[src/rtl/unit_output_sync_pkg.sv]
// Shared constants and types for the unit output path: bus width, header field
// layout, packet type codes, thread-state encoding and the transmit FSM states.
package unit_output_sync_pkg;

    localparam int UNIT_OUTPUT_WIDTH = 8;
    localparam int WORD_WIDTH        = 32;
    localparam int MAX_WORDS_MSB     = 4;

    // Header chunk layout: type in the low bits, thread number directly above.
    localparam int HDR_TYPE_LSB   = 0;
    localparam int HDR_TYPE_W     = 3;
    localparam int HDR_THREAD_LSB = 3;

    localparam logic [2:0] OUTPUT_PKT_TYPE_RESULT = 3'd0;
    localparam logic [2:0] OUTPUT_PKT_TYPE_STATUS = 3'd1;
    localparam logic [2:0] OUTPUT_PKT_TYPE_DATA   = 3'd2;
    localparam logic [2:0] OUTPUT_PKT_TYPE_DEBUG  = 3'd3;

    localparam int         THREAD_STATE_MSB  = 1;
    localparam logic [1:0] THREAD_STATE_NONE = 2'd0;

    typedef enum logic [2:0] {
        ST_IDLE,
        ST_HEADER,
        ST_READ,
        ST_WAIT_MEM,
        ST_SEND,
        ST_TS_WR
    } state_t;

endpackage

[src/rtl/unit_output_sync_serializer.sv]
// Holds one 32-bit memory word and presents it low chunk first, one
// OUTPUT_WIDTH-bit chunk per advance.
module unit_output_sync_serializer
    import unit_output_sync_pkg::*;
#(
    parameter int OUTPUT_WIDTH = UNIT_OUTPUT_WIDTH
) (
    input  logic                    clk,
    input  logic                    reset,
    input  logic                    load,
    input  logic [WORD_WIDTH-1:0]   load_data,
    input  logic                    advance,
    output logic [OUTPUT_WIDTH-1:0] dout,
    output logic                    last_chunk
);

    localparam int RATIO = WORD_WIDTH / OUTPUT_WIDTH;
    localparam int CNT_W = (RATIO > 1) ? $clog2(RATIO) : 1;

    logic [WORD_WIDTH-1:0] word_reg;
    logic [WORD_WIDTH-1:0] shifted;
    logic [CNT_W-1:0]      chunk_cnt_reg;

    // Right shift by one chunk, built slot by slot; the top slot fills with zeros.
    generate
        for (genvar gi = 0; gi < RATIO; gi++) begin : g_shift
            if (gi == RATIO - 1) begin : g_top
                assign shifted[gi*OUTPUT_WIDTH +: OUTPUT_WIDTH] = '0;
            end else begin : g_mid
                assign shifted[gi*OUTPUT_WIDTH +: OUTPUT_WIDTH] =
                    word_reg[(gi+1)*OUTPUT_WIDTH +: OUTPUT_WIDTH];
            end
        end
    endgenerate

    assign dout       = word_reg[OUTPUT_WIDTH-1:0];
    assign last_chunk = (chunk_cnt_reg == CNT_W'(RATIO - 1));

    always_ff @(posedge clk) begin
        if (reset) begin
            word_reg      <= '0;
            chunk_cnt_reg <= '0;
        end else if (load) begin
            word_reg      <= load_data;
            chunk_cnt_reg <= '0;
        end else if (advance) begin
            word_reg      <= shifted;
            chunk_cnt_reg <= last_chunk ? '0 : chunk_cnt_reg + CNT_W'(1);
        end
    end

endmodule

[src/rtl/unit_output_sync.sv]
// Transmit side of the unit packet bus: reads a thread's result words from
// main memory, emits header + data chunks, then marks the thread state NONE.
module unit_output_sync
    import unit_output_sync_pkg::*;
#(
    parameter int N_CORES       = 4,
    parameter int N_THREADS     = 4 * N_CORES,
    parameter int N_THREADS_MSB = $clog2(N_THREADS) - 1,
    parameter int OUTPUT_WIDTH  = UNIT_OUTPUT_WIDTH,
    parameter int MEM_TOTAL_MSB = N_THREADS_MSB + MAX_WORDS_MSB + 1
) (
    input  logic                        CLK,
    input  logic                        reset,
    input  logic                        req_valid,
    output logic                        req_ready,
    input  logic [N_THREADS_MSB:0]      req_thread,
    input  logic [2:0]                  req_type,
    input  logic [MAX_WORDS_MSB:0]      req_n_words,
    output logic                        mem_rd_en,
    output logic [MEM_TOTAL_MSB:0]      mem_addr,
    input  logic [WORD_WIDTH-1:0]       mem_dout,
    output logic [OUTPUT_WIDTH-1:0]     dout,
    output logic                        ctrl,
    output logic                        valid,
    input  logic                        rd_en,
    output logic [N_THREADS_MSB:0]      ts_num,
    output logic                        ts_wr_en,
    output logic [THREAD_STATE_MSB:0]   ts_wr
);

    state_t                   state_reg, state_next;
    logic [N_THREADS_MSB:0]   thread_reg;
    logic [2:0]               type_reg;
    logic [MAX_WORDS_MSB:0]   n_words_reg;
    logic [MAX_WORDS_MSB:0]   word_cnt_reg, word_cnt_next;
    logic                     latch;
    logic                     ser_load, ser_advance, ser_last;
    logic [OUTPUT_WIDTH-1:0]  ser_dout, header;
    logic                     last_word;

    unit_output_sync_serializer #(
        .OUTPUT_WIDTH (OUTPUT_WIDTH)
    ) u_serializer (
        .clk        (CLK),
        .reset      (reset),
        .load       (ser_load),
        .load_data  (mem_dout),
        .advance    (ser_advance),
        .dout       (ser_dout),
        .last_chunk (ser_last)
    );

    always_comb begin
        header = '0;
        header[HDR_TYPE_LSB +: HDR_TYPE_W]        = type_reg;
        header[HDR_THREAD_LSB +: N_THREADS_MSB+1] = thread_reg;
    end

    // Only meaningful in SEND, where n_words is known to be nonzero.
    assign last_word = (word_cnt_reg == n_words_reg - (MAX_WORDS_MSB+1)'(1));
    assign mem_addr  = {thread_reg, word_cnt_reg};
    assign ts_num    = thread_reg;
    assign ts_wr     = THREAD_STATE_NONE;

    always_comb begin
        state_next    = state_reg;
        word_cnt_next = word_cnt_reg;
        req_ready     = 1'b0;
        valid         = 1'b0;
        ctrl          = 1'b0;
        dout          = '0;
        mem_rd_en     = 1'b0;
        ts_wr_en      = 1'b0;
        ser_load      = 1'b0;
        ser_advance   = 1'b0;
        latch         = 1'b0;
        case (state_reg)
            ST_IDLE: begin
                req_ready = 1'b1;
                if (req_valid) begin
                    latch      = 1'b1;
                    state_next = ST_HEADER;
                end
            end
            ST_HEADER: begin
                valid = 1'b1;
                ctrl  = 1'b1;
                dout  = header;
                if (rd_en)
                    state_next = (n_words_reg == '0) ? ST_TS_WR : ST_READ;
            end
            ST_READ: begin
                mem_rd_en  = 1'b1;
                state_next = ST_WAIT_MEM;
            end
            ST_WAIT_MEM: begin
                ser_load   = 1'b1;
                state_next = ST_SEND;
            end
            ST_SEND: begin
                valid = 1'b1;
                dout  = ser_dout;
                ctrl  = ser_last & last_word;
                if (rd_en) begin
                    ser_advance = 1'b1;
                    if (ser_last) begin
                        if (last_word) begin
                            state_next = ST_TS_WR;
                        end else begin
                            word_cnt_next = word_cnt_reg + (MAX_WORDS_MSB+1)'(1);
                            state_next    = ST_READ;
                        end
                    end
                end
            end
            ST_TS_WR: begin
                ts_wr_en      = 1'b1;
                word_cnt_next = '0;
                state_next    = ST_IDLE;
            end
            default: state_next = ST_IDLE;
        endcase
    end

    always_ff @(posedge CLK) begin
        if (reset) begin
            state_reg    <= ST_IDLE;
            word_cnt_reg <= '0;
            thread_reg   <= '0;
            type_reg     <= '0;
            n_words_reg  <= '0;
        end else begin
            state_reg    <= state_next;
            word_cnt_reg <= word_cnt_next;
            if (latch) begin
                thread_reg  <= req_thread;
                type_reg    <= req_type;
                n_words_reg <= req_n_words;
            end
        end
    end

endmodule

[config.mk]
export PLATFORM = sky130hd
export DESIGN_NAME = unit_output_sync
export DESIGN_NICKNAME = d
export VERILOG_FILES = /design/src/rtl/unit_output_sync_pkg.sv /design/src/rtl/unit_output_sync_serializer.sv /design/src/rtl/unit_output_sync.sv
export SDC_FILE = /design/constraint.sdc
export NUM_CORES = 1
export LEC_CHECK = 0
export ABC_AREA = 1
export CORE_MARGIN = 2
export CORE_UTILIZATION = 48
export CTS_CLUSTER_DIAMETER = 120
export DETAILED_ROUTE_END_ITERATION = 12
export GPL_TIMING_DRIVEN = 0
export PLACE_DENSITY = 0.79
export SYNTH_ARGS = -nofsm -noshare
export SYNTH_HDL_FRONTEND = slang
export SYNTH_SLANG_ARGS = --single-unit
[constraint.sdc]
create_clock -name CLK -period 2.1 [get_ports CLK]
set_input_delay 0.42 -clock CLK [delete_from_list [all_inputs] [get_ports CLK]]
set_output_delay 0.42 -clock CLK [all_outputs]
set_load 0.02 [all_outputs]
-- Word level (Yosys, flattened, before mapping)
Index checks and enable logic that the tools add are counted.
- output and inout port bits: 28
- bits of input ports: 48
- flip-flop bits (word level): 54
- eq/ne operators: 12
- reductions and logical operators: 8
- bitwise gates (word level): 1
- mux-type cells: 25
- $add $sub $neg: 3
- operator list (kind ; count):
    2-to-1 mux 32 bit ; 2
    2-to-1 mux 3 bit ; 6
    one-hot mux 8 bit (2 select lines) ; 1
    2-to-1 mux 5 bit ; 3
    one-hot mux 3 bit (5 select lines) ; 1
    inequality test 2 bit (second input constant) ; 5
    one-hot mux 5 bit (2 select lines) ; 1
    2-to-1 mux 1 bit ; 9
    AND reduction 4 bit ; 2
    equality test 3 x 2 -> 1 bit (second input constant) ; 2
    equality test 3 bit (second input constant) ; 2
    adder 5 x 1 -> 5 bit (second input constant) ; 1
    equality test 5 bit ; 1
    zero test 5 bit ; 1
    subtractor 5 x 1 -> 5 bit (second input constant) ; 1
    nonzero test 2 bit ; 2
    OR reduction 2 bit ; 2
    equality test 3 x 1 -> 1 bit (second input constant) ; 1
    zero test 3 bit ; 1
    adder 2 x 1 -> 2 bit (second input constant) ; 1
    equality test 2 bit (second input constant) ; 1
    2-to-1 mux 2 bit ; 1
    one-hot mux 1 bit (2 select lines) ; 1
    bitwise AND 1 bit ; 1

-- Depth between registers and ports, before layout
- word-level depth: 6
- mapped depth: 13

-- Modules after synthesis
From an unflattened synthesis, not the netlist that was laid out.
- cell total of the unflattened synthesis: 437
- area, all modules: 2921.6 µm²
- modules (own cells, without submodules) (module ; instances ; seq. area each (µm²) ; area each (µm²) ; cells an instance):
    unit_output_sync_serializer ; 1 ; 680.7 ; 1684.1 ; 249
    unit_output_sync ; 1 ; 400.4 ; 1237.4 ; 188

-- Least setup slack after synthesis
OpenSTA, ideal clock, no wires.
- path type: reg-to-output
- start: reg n_words_reg[0]
- end: out ctrl
- buffers on the path: 0
- stages on the path, launching flop included: 8
- slack: -0.014 ns
- arrival time: 1.694 ns
- cell sequence: dfxtp_1 -> inv_1 -> ha_1 -> or2_2 -> nand3_1 -> nor2_4 -> nand4_4 -> o21ai_0
- cells in the longest elaborated chain, start to end: 4
- ends and longest elaborated chain (item ; line ; RTL):
    from (decl) ; unit_output_sync.sv:34 ; logic [MAX_WORDS_MSB:0] n_words_reg;
    from (signal assigned) ; unit_output_sync.sv:138 ; n_words_reg <= req_n_words;
    subtractor 5 x 1 -> 5 bit ; unit_output_sync.sv:60 ; assign last_word = (word_cnt_reg == n_words_reg - (MAX_WORDS_MSB+1)'(1));
    equality test 5 bit ; unit_output_sync.sv:60 ;
    bitwise AND 1 bit ; unit_output_sync.sv:103 ; ctrl = ser_last & last_word;
    one-hot mux 1 bit (2 select lines) ; unit_output_sync.sv:77 ; case (state_reg)
    to (decl) ; unit_output_sync.sv:23 ; output logic ctrl,
Every way passes these cells.

-- Final worst setup path
Ends and elaborated chain as after synthesis.

==> impl_results.md <==
* YS warnings at 0
* H-tree Lvls at 2
* Hold Vio Cnt, Final at 0
* # fillers at 544
* Crit-path cells: inv_4, ha_4, or2_2, nand3_1, nor2_4, nand4_4, o21ai_2, buf_6
* Final Worst Setup Slack at -32.5 ps
* Asr flop ratio synth at 0%
* Worst Skew at ~5.2 ps
* Clock Path Buffers at 2
* Fraction of layout cells with a size suffix above 1 at 12.6%
* DIE WIDTH at between 80 and 90 µm
* Commonest non-fill, non-tap cell in the layout: nand2_1
* Post-Syn Instances at 425
* Final non-filler cell total at slightly below 600
* CTS clk-pin slew, worst paths at about 90 ps
* Die Y at 80.4 µm
* Post-route ant nets at 0
* Syn avg cell area at 6.59 µm²
* Tot GR Track Use at 21.5%
* Total global routing overflow at 0
* Via count at 2,866
* Area growth syn-to-layout at 33.1%
* Final wirelength at 6.94 mm
* Worst Path Arrival at 1710 ps
* PD cells at a little under 900 nW/µm²
* Initial Util at about half
* Post-layout util at 66.8%
* CTS Buf Count at 5
* Min-Delay Path Class: flop to flop
* Final setup violation count at 1
* Largest cells by area after synthesis: dfxtp_1 (39%), nand2_1 (19%), inv_1 (7.0%), a21oi_1 (5.4%), a31oi_1 (5.4%)
* Synthesized cell area at 2800 µm²
* Root Buffer: clkbuf_8
* Worst slew pin tran at 531 ps
* Max-cap violations at 0
* IO buf count at 73
* Placer Congestion at 0.860
* First-pass GRT wire length at 10.9 mm
* CP max FO at 4
* First DRT Iteration DRCs at 158
* CP top delay family: simple AND/OR/NAND/NOR gates
* Failing checks: setup timing
* Lkg Pwr at 1.45 nW
* Die area at 6460 µm²
* Cell taking the most area after synthesis: dfxtp_1
* Fmax at between 0.4 and 0.5 GHz
* Max VDD drop at 435 µV
* Pin count of the biggest net entering global routing at 17
* Tmin final at approximately 2100 ps
* CORE AREA at 5570 µm²
* Slew margin rel. at 64.6%
* Period utilization at 102%
* Sequential share of the synthesized area at 38.6%
* # hold bufs at CTS at 0
* Flops & latches, synth at 54
* Max incr delay on CP at 380 ps
* CP bufs+invs at 2
* Unique masters post-synth at 29
* Number of flip-flops in the largest register at 32
* Diodes inserted at 0
* Routed length per instance at 11.9 µm
* Drt first pass iters at 6
* Most frequent cells in the layout: nand2_1 (136), clkdlybuf4s50_1 (62), dfxtp_1 (51), inv_1 (49), nor2_1 (40)
* # nets final at 560
* Most common flop cell mapped by yosys: dfxtp_1
* RSZ-0062 raised after global routing: yes
* DP HPWL at 5.22 mm
* Worst path slowest cell: dfxtp_4
* Crit end category: output port
* Residual DRC count at 0
* Count of pins over their slew limit at 0
* Yosys top cell area share at 38.6%
* Clock Latency Late Sink at about 310 ps
* Vias in the first global route at 2,481
* Worst EP required at 1680 ps
* Antenna violations before repair at 0
* Outcome: complete, but fails checks
* Vias per cell at 4.93
* Post-synth EDFFs at 0
* Setup CP Type: flop to output port
* IO Count at 76
* Clock sinks at 54
* Startpoint Class: flop
* Rows at 27
* CTS tree: yes
* Post-Place Cells at 571
-- through the flow --
stage / setup TNS (ps) / total power [W] / cell area [µm²] / hold slack (ps) / worst slack [ps]
after floorplan: 0 / 0.00222 / 2800 / 424 / 141
after CTS: -122 / 0.00328 / 3700 / 457 / -122
after detailed placement: -422 / 0.00274 / 3620 / 444 / -422
after global placement: -426 / 0.00271 / 3620 / 438 / -426
after global routing: -114 / 0.00356 / 3730 / 492 / -102
final: -32.5 / 0.00333 / 3730 / 457 / -32.5
-- cells in the mapped netlist (3+ instances only) --
cell type	n
a21oi_1	30
a31oi_1	24
buf_2	8
buf_4	10
clkbuf_1	5
dfxtp_1	54
ha_1	3
inv_1	52
inv_2	4
nand2_1	138
nand3_1	15
nor2_1	40
o21ai_0	21
-- layout make-up --
type,count,area [µm²],share of cell area [%]
Clock buffer,5,68.8,1.85
Inverter,58,233,6.25
Multi-Input combinational cell,289,1360,36.5
Clock inverter,2,13.8,0.369
Sequential cell,54,1090,29.2
Buffer,25,159,4.26
Timing Repair Buffer,76,716,19.2
Tap cell,72,90.1,2.42
-- repair_timing --
item | in CTS | in global routing
setup endpoints to repair | 11 | 9
pin swaps | 1 | 6
gates resized for setup | 18 | 34
buffers inserted | 1 | 2
-- power breakdown --
group	switching, W	internal [W]
sequential	0.000112	0.00117
clock	0.000334	0.000231
combinational	0.000869	0.000617
-- final timing paths --
check	depth (start not counted)	from	slack (ps)	end
worst max-delay path	8	n_words_reg[0]	-30	ctrl
worst min-delay path	2	type_reg[1]	460	type_reg[1]
worst max register to register	11	n_words_reg[0]	350	word_cnt_reg[0]
worst min register to register	2	type_reg[1]	460	type_reg[1]
-- worst register-to-register path, cell delays in order, from the launching register on --
cell     delay [ps]
dfxtp_4         380
inv_4            50
ha_4            260
or2_2            90
nand3_1         110
nor2_4          130
nand4_4          90
buf_4           150
buf_4           160
nand2_2          90
nand2_1          70
a21oi_2         120
-- logic make-up (layout without fill, tap and decap cells) --
| logic type | Yosys count | after routing | share of synthesized area (%) |
|---|---|---|---|
| AND/OR/NAND/NOR | 205 | 205 | 30.4 |
| buffers and inverters | 83 | 166 | 13.7 |
| AO/OA/AOI/OAI | 77 | 77 | 15.1 |
| flip-flops | 54 | 54 | 38.6 |
| adder cells (fa/ha/maj) | 3 | 3 | 1.34 |
| XOR/XNOR | 2 | 2 | 0.626 |
| other | 1 | 2 | 0.134 |
-- routing by layer --
layer,GRT usage (%),part of all wire [%],vias up
li1,-,-,1495
met2,37.0,48,104
met3,4.72,7.1,11
met4,5.93,1.1,0
met1,27.1,43,1256
met5,0,0,-
Power figures use the tool's default switching activity.
